`src/rtl/accel_servo_ctrl.sv`:
```
// Two-axis servo controller driven by an accelerometer.
// Accumulates N samples per axis, averages and clamps them, maps the result to
// 0..179 degrees, and drives two frame-synchronous servo PWM outputs.
//
// state | meaning
// ------+--------------------------------------------------------------
// ACC   | accept strobes into the per-axis sums until N have been taken
// AVG   | arithmetic-shift average, clamp to [-256,+255], clear sums
// MAP   | scale clamped average to an angle 0..179
// LOAD  | publish angles, pulse angle_valid, write shadow pulse widths
//
// hold stalls the whole sequencer, so a result in flight is published only
// after hold drops; the PWM frame keeps running regardless.
module accel_servo_ctrl #(
   parameter int CLK_FREQ  = 50_000_000,
   parameter int PWM_FREQ  = 50,
   parameter int AVG_LOG2  = 3,
   parameter int MIN_PULSE = 50_000,
   parameter int STEP_CLKS = 277
) (
   input  logic       MAX10_CLK1_50,
   input  logic       rst,
   input  logic       sample_valid,
   input  logic [9:0] x_in,
   input  logic [9:0] y_in,
   input  logic       hold,
   output logic [7:0] angle_x,
   output logic [7:0] angle_y,
   output logic       angle_valid,
   output logic       pwm_x,
   output logic       pwm_y
);

   localparam int SUM_W = 10 + AVG_LOG2;
   localparam logic [19:0] PERIOD_M1 = 20'(CLK_FREQ / PWM_FREQ - 1);
   localparam logic [19:0] WIDTH_RST = 20'(MIN_PULSE + 90 * STEP_CLKS);
   localparam logic signed [SUM_W-1:0] AVG_MAX = SUM_W'(255);
   localparam logic signed [SUM_W-1:0] AVG_MIN = SUM_W'(-256);

   typedef enum logic [1:0] {ACC = 2'd0, AVG = 2'd1, MAP = 2'd2, LOAD = 2'd3} state_t;

   state_t                    state_q, state_d;
   logic                      acc_en, avg_en, map_en, load_en;
   logic [AVG_LOG2-1:0]       cnt_q;
   logic signed [SUM_W-1:0]   sum_x_q, sum_y_q;
   logic signed [SUM_W-1:0]   x_ext, y_ext;
   logic signed [8:0]         avg_x_q, avg_y_q;
   logic [7:0]                ang_x_q, ang_y_q;
   logic [7:0]                angle_x_q, angle_y_q;
   logic                      angle_valid_q;
   logic [19:0]               shadow_x_q, shadow_y_q;
   logic [19:0]               active_x_q, active_y_q;
   logic [19:0]               frame_q;
   logic                      pwm_x_q, pwm_y_q;

   assign x_ext = {{AVG_LOG2{x_in[9]}}, x_in};
   assign y_ext = {{AVG_LOG2{y_in[9]}}, y_in};

   function automatic logic signed [8:0] clamp_avg(input logic signed [SUM_W-1:0] s);
      logic signed [SUM_W-1:0] a;
      a = s >>> AVG_LOG2;
      if (a > AVG_MAX)      return 9'h0FF;
      else if (a < AVG_MIN) return 9'h100;
      else                  return a[8:0];
   endfunction

   // avg + 256 over [-256,255] is just the 9-bit value with its sign bit flipped
   function automatic logic [7:0] map_angle(input logic signed [8:0] a);
      logic [16:0] prod;
      prod = 17'({~a[8], a[7:0]}) * 17'd180;
      return 8'(prod >> 9);
   endfunction

   function automatic logic [19:0] pulse_width(input logic [7:0] ang);
      return 20'(MIN_PULSE) + 20'(ang) * 20'(STEP_CLKS);
   endfunction

   // state register
   always_ff @(posedge MAX10_CLK1_50 or negedge rst) begin
      if (!rst) state_q <= ACC;
      else      state_q <= state_d;
   end

   // next-state logic; the Nth accepted strobe moves straight on to AVG
   always_comb begin
      state_d = state_q;
      unique case (state_q)
         ACC:  if (sample_valid && !hold && (cnt_q == '1)) state_d = AVG;
         AVG:  if (!hold) state_d = MAP;
         MAP:  if (!hold) state_d = LOAD;
         LOAD: if (!hold) state_d = ACC;
         default: state_d = ACC;
      endcase
   end

   // per-state datapath enables
   always_comb begin
      acc_en  = 1'b0;
      avg_en  = 1'b0;
      map_en  = 1'b0;
      load_en = 1'b0;
      unique case (state_q)
         ACC:  acc_en  = sample_valid && !hold;
         AVG:  avg_en  = !hold;
         MAP:  map_en  = !hold;
         LOAD: load_en = !hold;
         default: ;
      endcase
   end

   // accumulate, average, map and publish
   always_ff @(posedge MAX10_CLK1_50 or negedge rst) begin
      if (!rst) begin
         cnt_q         <= '0;
         sum_x_q       <= '0;
         sum_y_q       <= '0;
         avg_x_q       <= '0;
         avg_y_q       <= '0;
         ang_x_q       <= 8'd90;
         ang_y_q       <= 8'd90;
         angle_x_q     <= 8'd90;
         angle_y_q     <= 8'd90;
         angle_valid_q <= 1'b0;
         shadow_x_q    <= WIDTH_RST;
         shadow_y_q    <= WIDTH_RST;
      end else begin
         angle_valid_q <= 1'b0;
         if (acc_en) begin
            sum_x_q <= sum_x_q + x_ext;
            sum_y_q <= sum_y_q + y_ext;
            cnt_q   <= cnt_q + 1'b1;
         end
         if (avg_en) begin
            avg_x_q <= clamp_avg(sum_x_q);
            avg_y_q <= clamp_avg(sum_y_q);
            sum_x_q <= '0;
            sum_y_q <= '0;
         end
         if (map_en) begin
            ang_x_q <= map_angle(avg_x_q);
            ang_y_q <= map_angle(avg_y_q);
         end
         if (load_en) begin
            angle_x_q     <= ang_x_q;
            angle_y_q     <= ang_y_q;
            angle_valid_q <= 1'b1;
            shadow_x_q    <= pulse_width(ang_x_q);
            shadow_y_q    <= pulse_width(ang_y_q);
         end
      end
   end

   // frame counter; active widths latch from the shadow only at the wrap
   always_ff @(posedge MAX10_CLK1_50 or negedge rst) begin
      if (!rst) begin
         frame_q    <= '0;
         active_x_q <= WIDTH_RST;
         active_y_q <= WIDTH_RST;
         pwm_x_q    <= 1'b0;
         pwm_y_q    <= 1'b0;
      end else begin
         if (frame_q == PERIOD_M1) begin
            frame_q    <= '0;
            active_x_q <= shadow_x_q;
            active_y_q <= shadow_y_q;
         end else begin
            frame_q <= frame_q + 20'd1;
         end
         pwm_x_q <= (frame_q < active_x_q);
         pwm_y_q <= (frame_q < active_y_q);
      end
   end

   assign angle_x     = angle_x_q;
   assign angle_y     = angle_y_q;
   assign angle_valid = angle_valid_q;
   assign pwm_x       = pwm_x_q;
   assign pwm_y       = pwm_y_q;

endmodule

```
`config.mk`:
```
export PLATFORM = sky130hd
export DESIGN_NAME = accel_servo_ctrl
export DESIGN_NICKNAME = d
export VERILOG_FILES = /design/src/rtl/accel_servo_ctrl.sv
export SDC_FILE = /design/constraint.sdc
export NUM_CORES = 1
export LEC_CHECK = 0
export CAP_MARGIN = 30
export CORE_MARGIN = 8
export CORE_UTILIZATION = 60
export CTS_CLUSTER_SIZE = 30
export DETAILED_ROUTE_END_ITERATION = 6
export PLACE_DENSITY = 0.78
export SYNTH_ARGS = -nofsm -noshare
export SYNTH_HDL_FRONTEND = slang
export SYNTH_SLANG_ARGS = --single-unit
```
`constraint.sdc`:
```
create_clock -name MAX10_CLK1_50 -period 7.29 [get_ports MAX10_CLK1_50]
set_input_delay 1.0935 -clock MAX10_CLK1_50 [delete_from_list [all_inputs] [get_ports MAX10_CLK1_50]]
set_output_delay 1.0935 -clock MAX10_CLK1_50 [all_outputs]
set_load 0.01 [all_outputs]
```
Word-level counts from Yosys, hierarchy flattened
Cells that the tools add are included.
{ "op_classes": {"reduce_logical": 6, "magnitude_cmp": 6, "add_sub_neg": 6, "n_bitwise": 2, "mux": 19, "eq_ne": 9, "mul": 4} }
{ "ops": {"columns": ["operator", "n"], "rows": [
  ["two-way mux 13 bit", 4],
  ["less-than comparator 20 bit", 2],
  ["adder 16 x 17 -> 18 bit (first input constant)", 2],
  ["two-way mux 9 bit", 4],
  ["multiplier 8 x 9 -> 17 bit (second input constant)", 2],
  ["multiplier 9 x 6 -> 15 bit (second input constant)", 2],
  ["adder 13 x 10 -> 13 bit", 2],
  ["adder 20 x 1 -> 20 bit (second input constant)", 1],
  ["== test 20 bit (second input constant)", 1],
  ["greater-than comparator 10 x 9 -> 1 bit (second input constant)", 2],
  ["less-than comparator 10 x 9 -> 1 bit (second input constant)", 2],
  ["two-way mux 20 bit", 1],
  ["two-way mux 2 bit", 4],
  ["inequality test 2 bit (second input constant)", 4],
  ["case mux 2 bit (4 select lines)", 1],
  ["two-way mux 1 bit", 5],
  ["== test 2 bit (second input constant)", 2],
  ["AND reduction 4 bit", 1],
  ["adder 3 x 1 -> 3 bit (second input constant)", 1],
  ["== test 3 bit (second input constant)", 1],
  ["== test 2 x 1 -> 1 bit (second input constant)", 1],
  ["logical AND 1 bit", 2],
  ["zero test 2 bit", 1],
  ["NOT 1 bit", 2],
  ["other kinds (2)", 2]
]} }
{ "totals": {"output_inout_bits": 19, "ff_bits": 184, "input_bits": 24} }

Depth between registers and ports, before layout
Gate-level depths: netlist (run 1).
{ "logic_depth": {"depth_word": 5, "depth_mapped": 13} }

Worst setup path after synthesis (run 1)
OpenSTA, ideal clock, no wires.
{ "synth_timing": {"kind": "register -> register", "from": "register ang_y_q[6]", "to": "register shadow_y_q[14]", "slack_ps": 3485, "required_time_ps": 7157, "synth_period_minus_slack_ps": 3805, "path_stages_with_launch": 13, "setup_ps": 133, "t_arrival_ps": 3672, "cell_sequence": "dfstp_2 inv_1 ha_1 fa_1 fa_1 ha_1 a21o_1 a21o_1 a2111oi_0 o31ai_1 a21oi_1 xor2_1 o21ai_0"} }
{ "synth_between": {"elab_chain_len": 2} }
{ "synth_rtl": {"columns": ["item", "line_no", "text"], "rows": [
  ["start, declared", "48", "logic [7:0] ang_x_q, ang_y_q;"],
  ["start signal, assigned", "141", "ang_y_q <= map_angle(avg_y_q);"],
  ["multiplier 8 x 9 -> 17 bit", "75", "return 20'(MIN_PULSE) + 20'(ang) * 20'(STEP_CLKS);"],
  ["adder 16 x 17 -> 18 bit", "75", null],
  ["end signal, assigned", "148", "shadow_y_q <= pulse_width(ang_y_q);"],
  ["end, declared", "51", "logic [19:0] shadow_x_q, shadow_y_q;"]
]} }
No other way between the ends.
A chain may end at the register's enable or synchronous reset.

Worst setup path after layout (run 1)
Same ends and word-level chain as after synthesis.

==> reports/results.tsv, run 1 <==
stage	metric	value	unit
power	total_power	6.97	mW
critical_path	worst_setup_path_end_kind	flop	
cts	tritoncts	done	
critical_path	timing.critical_path.arrival	4.36	ns
global_routing	grt_max_degree	91	
power	p_per_area	514	mW/mm²
sta	timing.final.hold_violations	0	
cts	cts_buffers	17	
critical_path	regToRegEndpoint	shadow_y_q[14]	
sta	finalSetupTns	0	ns
synth	synth-main-ff-cell	sky130_fd_sc_hd__dfrtp_1	
route	route.antenna.remaining_nets	0	
synth	syn-instance-count	1282	
place	placed_area	0.0130	mm²
cts	clock_sinks	172	
power	switchingPower	3.19	mW
synth	postSynth.asyncResetShare	100	%
power	power.share.sequential	22.2	%
synth	postSynthRegisterBits	172	
route	routed_wire_length	24.6	mm
cts	max_h_tree_level	4	
route	drt_first_iter_violations	407	
final_layout	diodes	0	
floorplan	design.die.area	0.0254	mm²
cts	ctsResizeCount	0	
final_layout	layout-drive-gt1-share	8.16	%
sta	timing.final.crit_share	55.9	%
power	clkPwrFrac	12.9	%
hold_path	min_path_cells	2	
sta	tightestPinTransition	1.01	ns
route	count_of_unresolved_drc_violations_after_routing	0	
sta	min_clock_period_post_route	4.07	ns
synth	mappedNetlistArea	0.0123	mm²
synth	syn_nets	1537	
sta	clock-skew-final	0.00802	ns
final_layout	postLayoutCellArea	0.0136	mm²
route	wl_per_cell	15.5	µm
hold_path	timing.hold.worst_endpoint	shadow_x_q[5]	
critical_path	worst_setup_path_start_kind	flop	
route	route.detailed.vias_per_inst	5.55	
final_layout	sequential_cell_area	0.00436	mm²
power	power.share.combinational	64.9	%
cts	postCtsSetupRepairBufs	0	
route	drt_pre_antenna_iters	5	
hold_path	hold_path_startpoint	shadow_x_q[5]	
floorplan	io_pins	43	
floorplan	die_h	159	µm
synth	synth_sequential_area_ratio	35.4	%
synth	yosys_warning_count	0	
power	sw_ratio	45.7	%
flow_run	drv.max_cap_violation_count	0	
cts	insertion_delay	0.43	ns
place	hpwlAfterDp	18.9	mm
power	total_leakage_power	6.60	nW
global_routing	first_pass_grt_wire_length	43.7	mm
critical_path	worst_r2r_path_depth	12	
sta	clock.fmax	245	MHz
critical_path	critical_path_class	flop to flop	
sta	timing.slew.headroom	32.3	%
floorplan	num_rows	52	
critical_path	largest_fanout_on_the_critical_path	7	
place	dp_slack	3.21	ns
sta	final_critical_path_setup_slack	3.22	ns
place	gp_congestion	0.842	
status	run_status	finished, final reports clean	
global_routing	grt_antenna_before_repair	0	
place	portBuffers	42	
global_routing	via_count_of_the_first_global_routing_pass	9255	
synth	synth_enable_flop_cells	0	
synth	avg_cell_area_syn	9.60	µm²
floorplan	chipWidth	159	µm
floorplan	core-area	0.0202	mm²
final_layout	fillCellCount	1609	
global_routing	globalRoute.totalOverflow	0	
critical_path	regToRegSetupSlack	3.22	ns
final_layout	most-common-layout-cells	sky130_fd_sc_hd__nand2_1, sky130_fd_sc_hd__ha_1, sky130_fd_sc_hd__o21ai_0	
hold_path	worstHoldPathType	flop to flop	
final_layout	flow.area_growth_from_synthesis	10.2	%
cts	clk_transition_reported_paths	0.07	ns
floorplan	start_util	61.0	%
cts	clock_path_buffers	2	
power	vdd_drop_max	0.256	mV
synth	netlist-cell-type-count	62	
critical_path	cp.required	7.57	ns
power	p_int	3.78	mW
final_layout	final_common_cell	sky130_fd_sc_hd__nand2_1	
cts	cts-hold-fix-buffers	0	
sta	unrepaired_setup_endpoints_after_global_routing	no	
route	num_vias	8840	
final_layout	area_taken_by_multi_input_logic_gates	0.00731	mm²
final_layout	num-nets-final	1565	
global_routing	grt_util_all_layers	20.5	%
critical_path	regToRegStartpoint	ang_y_q[6]	
sta	setup-violations-final	0	
sta	final-max-slew-violation-count	0	
cts	cts.root.buffer_cell	sky130_fd_sc_hd__clkbuf_16	
==> Yosys cell counts (all sizes together) (8+ instances only) <==
cell type / count / area [µm²]
a21o: 28 / 210
fa: 44 / 881
xor2: 33 / 289
a21oi: 48 / 240
xnor2: 34 / 298
nor2: 36 / 135
maj3: 9 / 90.1
ha: 187 / 2340
o21ai: 139 / 696
dfrtp: 130 / 3250
mux2: 14 / 158
nand2b: 23 / 144
nor3: 16 / 85.1
nand2: 196 / 736
inv: 127 / 477
o31ai: 8 / 60.1
nand3: 23 / 115
buf: 10 / 53.8
dfstp: 42 / 1100
clkbuf: 29 / 109
==> critical path: stages, from the launching register on <==
cell	delay (ns)
sky130_fd_sc_hd__dfstp_2	0.58
sky130_fd_sc_hd__inv_1	0.16
sky130_fd_sc_hd__ha_1	0.33
sky130_fd_sc_hd__fa_1	0.49
sky130_fd_sc_hd__fa_1	0.49
sky130_fd_sc_hd__ha_1	0.35
sky130_fd_sc_hd__a21o_1	0.18
sky130_fd_sc_hd__a21o_1	0.21
sky130_fd_sc_hd__a2111oi_0	0.56
sky130_fd_sc_hd__o31ai_1	0.16
sky130_fd_sc_hd__a21oi_1	0.20
sky130_fd_sc_hd__xor2_1	0.15
sky130_fd_sc_hd__o21ai_0	0.08
==> state kept, by name, indices dropped and copies added (netlist names) <==
register,flops
frame_q,20
active_x_q,18
active_y_q,18
shadow_x_q,16
shadow_y_q,16
sum_x_q,13
sum_y_q,13
avg_x_q,9
avg_y_q,9
ang_x_q,8
ang_y_q,8
angle_x,8
angle_y,8
cnt_q,3
state_q,2
angle_valid,1
pwm_x,1
pwm_y,1
==> worst max-delay path by stage <==
| stage | startpoint | endpoint | slack [ns] | cells after the start |
|---|---|---|---|---|
| after global placement | ang_y_q[6] | shadow_y_q[14] | 3.21 | 12 |
| after global routing | ang_y_q[6] | shadow_y_q[14] | 2.81 | 12 |
| after detailed placement | ang_y_q[6] | shadow_y_q[14] | 3.21 | 12 |
| after CTS | ang_y_q[6] | shadow_y_q[12] | 3.17 | 12 |
| after floorplan | ang_y_q[6] | shadow_y_q[14] | 3.49 | 12 |
| final | ang_y_q[6] | shadow_y_q[14] | 3.22 | 12 |
==> per-layer routing <==
| layer | part of all wire [%] | vias up | global-route usage, % |
|---|---|---|---|
| li1 | - | 4447 | - |
| met1 | 45 | 4218 | 25.3 |
| met2 | 50 | 135 | 36.1 |
| met3 | 3.2 | 40 | 3.54 |
| met4 | 2.1 | 0 | 6.48 |
| met5 | 0 | - | 0 |
==> through the flow <==
step / hold WS, ns / instances / utilization (%)
after global placement: 0.450 / 1559 / 64.2
after floorplan: 0.439 / 1282 / -
final: 0.465 / 1593 / 67.3
after CTS: 0.467 / 1593 / 67.3
after detailed placement: 0.455 / 1561 / 64.4
after global routing: 0.474 / 1593 / 67.3
==> power by group through the flow <==
stage,sequential (mW),combinational [mW],clock [mW]
4_1_cts,1.55,4.55,0.914
3_5_place_dp,1.57,4.49,0
3_3_place_gp,1.55,4.35,0
5_1_grt,1.60,5.17,0.956
6_report,1.55,4.52,0.901
2_1_floorplan,1.48,3.48,0
==> layout make-up <==
| type | instances | share of cell area (%) |
|---|---|---|
| Clock buffer | 17 | 3.14 |
| Tap cell | 270 | 2.49 |
| Timing Repair Buffer | 48 | 3.64 |
| Clock inverter | 15 | 1.15 |
| Inverter | 129 | 3.57 |
| Multi-Input combinational cell | 942 | 53.9 |
| Sequential cell | 172 | 32.1 |
==> cell families (layout without fill, tap and decap cells) <==
kind of cell	count (synthesis)	count (layout)	synth area share (%)
flops	172	172	35.4
compound gates	285	285	14.1
fa+ha+maj	240	240	26.9
mux	16	16	1.44
xor+xnor	67	67	4.77
buf+inv	168	209	5.26
simple gates	334	334	12.2
Note: power is estimated with default switching activity, not from simulation.
==> run 2, diff against run 1 <==
Clock period 7.29 ns to 4.12 ns, I/O delays scaled along.
==> run 2 against run 1 <==
- wire length grew 0.17%
- sequential share of layout area shrank 0.19 points
- cell area grew 0.58%
- fmax grew 3.1%
- clock skew grew 0.0044 ns
- worst setup slack lost 3.0 ns
- count of clock-buffer cells in the layout grew 1
- cell count grew 0.19%
- non-clock buffer count grew 3
- core utilization grew 0.39 points
- worst hold slack lost 0.25 ns
- first-iteration DRC count grew 2.5%
==> reports/results.tsv, run 2 (synthesis results as in run 1) <==
stage	metric	value	unit
hold_path	worstHoldPathType	input pin to asynchronous set/reset pin	
flow_run	drv.max_cap_violation_count	0	
critical_path	critical_path_class	flop to flop	
sta	clock-skew-final	0.0124	ns
floorplan	start_util	61.0	%
critical_path	slowest_stage	sky130_fd_sc_hd__fa_1	
route	num_vias	8939	
critical_path	worst_setup_path_start_kind	flop	
critical_path	crit_top_cell	sky130_fd_sc_hd__ha_1	
route	routed_wire_length	24.7	mm
global_routing	grt_antenna_before_repair	0	
final_layout	postLayoutCellArea	0.0136	mm²
sta	clock.fmax	253	MHz
route	route.antenna.remaining_nets	0	
sta	unrepaired_setup_endpoints_after_global_routing	no	
cts	clock_path_buffers	2	
critical_path	largest_fanout_on_the_critical_path	4	
critical_path	cpLargestDelayFamily	adder cells	
critical_path	crit_chain	ha_1, ha_1, fa_1, ha_1, fa_1, a21o_1, a21o_1, a2111oi_1, buf_4, o31ai_1, a21oi_1, xor2_1, o21ai_0	
sta	tightestPinTransition	0.951	ns
global_routing	globalRoute.totalOverflow	0	
cts	tritoncts	done	
cts	cts_buffers	17	
sta	min_clock_period_post_route	3.95	ns
floorplan	design.die.area	0.0254	mm²
status	run_status	finished, final reports clean	
critical_path	worst_setup_path_end_kind	flop	
place	portBuffers	42	
cts	postCtsSetupRepairBufs	0	
floorplan	num_rows	52	
global_routing	grt_util_all_layers	20.5	%
place	hpwlAfterDp	18.9	mm
final_layout	flip_flop_count_of_the_largest_register_after_layout	20	
global_routing	via_count_of_the_first_global_routing_pass	9242	
sta	final-max-slew-violation-count	0	
final_layout	flow.area_growth_from_synthesis	10.9	%
sta	timing.final.crit_share	95.9	%
critical_path	crit_cells	13	
cts	cts.root.buffer_cell	sky130_fd_sc_hd__clkbuf_16	
floorplan	io_pins	43	
sta	timing.slew.headroom	36.6	%
critical_path	critPathMaxStageDelay	0.47	ns
floorplan	die_h	159	µm
final_layout	largest_registers	frame_q (20), active_x_q (18), active_y_q (18)	
route	count_of_unresolved_drc_violations_after_routing	0	
place	placed_area	0.0130	mm²
floorplan	chipWidth	159	µm
sta	finalSetupTns	0	ns
final_layout	layout-drive-gt1-share	8.45	%
critical_path	timing.critical_path.arrival	4.24	ns
cts	clock_sinks	172	
place	gp_congestion	0.837	
global_routing	first_pass_grt_wire_length	43.2	mm
sta	timing.final.hold_violations	0	
floorplan	core-area	0.0202	mm²
final_layout	most-common-layout-cells	sky130_fd_sc_hd__nand2_1, sky130_fd_sc_hd__ha_1, sky130_fd_sc_hd__o21ai_0	
sta	setup-violations-final	0	
route	drt_pre_antenna_iters	5	
route	route.detailed.vias_per_inst	5.60	
critical_path	cp.required	4.40	ns
final_layout	register_ranked_first_by_flip_flop_count	frame_q	
route	wl_per_cell	15.5	µm
route	drt_first_iter_violations	417	
global_routing	grt_max_degree	83	
final_layout	final_common_cell	sky130_fd_sc_hd__nand2_1	
critical_path	critical_path.n_buffers_inverters	1	
cts	insertion_delay	0.44	ns
critical_path	worst_r2r_path_depth	13	
cts	clk_transition_reported_paths	0.07	ns
final_layout	diodes	0	
cts	max_h_tree_level	4	
final_layout	num-nets-final	1568	
==> run 2: cell count changes in the layout (fill, tap and decap cells not counted), sizes merged <==
| cell | delta |
|---|---|
| clkinvlp | -4 |
| bufinv | +2 |
| clkinv | -2 |
| inv | +3 |
| buf | +3 |
| clkbuf | +1 |
==> run 2: path summary, 6_finish.rpt <==
path / startpoint / end / slack [ns]
max: ang_y_q[0] / shadow_y_q[14] / 0.17
min: rst / shadow_x_q[2] / 0.21
max reg2reg: ang_y_q[0] / shadow_y_q[14] / 0.17
min reg2reg: shadow_x_q[5] / shadow_x_q[5] / 0.46
max in group asynchronous: rst / ang_x_q[4] / 2.95
min in group MAX10_CLK1_50: shadow_x_q[5] / shadow_x_q[5] / 0.46
==> run 2: layout make-up <==
cell class	count	area [µm²]
fill	1576	6520
clock buffer	18	439
inverter	129	484
tap	270	338
timing repair buffer	51	514
multi-input combinational	942	7320
sequential	172	4360
clock inverter	14	195
==> run 2: routing by layer <==
metal | global-route usage [%] | vias to the layer above | part of all wire, %
met5 | 0 | - | 0
met4 | 7.03 | 0 | 1.7
met3 | 3.05 | 30 | 3.0
met2 | 35.5 | 141 | 50
met1 | 25.7 | 4311 | 46
li1 | - | 4457 | -
==> run 2: repair_timing <==
item / CTS / global route
gates resized for setup: 0 / 3
hold endpoints to repair: 0 / 0
endpoints found under the setup margin: 0 / 4
hold buffers: 0 / 0
==> run 2: metrics by stage <==
| step | setup WS (ns) | hold WS (ns) | utilization, % | cells |
|---|---|---|---|---|
| 2_1_floorplan | 0.315 | 0.322 | - | 1282 |
| 3_3_place_gp | 0.259 | 0.449 | 64.5 | 1564 |
| 3_5_place_dp | 0.175 | 0.455 | 64.5 | 1564 |
| 4_1_cts | 0.153 | 0.243 | 67.6 | 1596 |
| 5_1_grt | 0.0135 | 0.276 | 67.7 | 1596 |
| 6_report | 0.168 | 0.213 | 67.7 | 1596 |
==> run 2: worst reg2reg max path, stage by stage, from the launching register on <==
cell                        delay [ns]
sky130_fd_sc_hd__dfrtp_1          0.45
sky130_fd_sc_hd__ha_1             0.26
sky130_fd_sc_hd__ha_1             0.32
sky130_fd_sc_hd__fa_1             0.45
sky130_fd_sc_hd__ha_1             0.35
sky130_fd_sc_hd__fa_1             0.47
sky130_fd_sc_hd__a21o_1           0.20
sky130_fd_sc_hd__a21o_1           0.21
sky130_fd_sc_hd__a2111oi_1        0.42
sky130_fd_sc_hd__buf_4            0.18
sky130_fd_sc_hd__o31ai_1          0.07
sky130_fd_sc_hd__a21oi_1          0.18
sky130_fd_sc_hd__xor2_1           0.15
sky130_fd_sc_hd__o21ai_0          0.09
Power of run 2 is left out: the tool's default activity adds up to more than one toggle a clock period on the data nets, which glitch-free logic cannot reach.
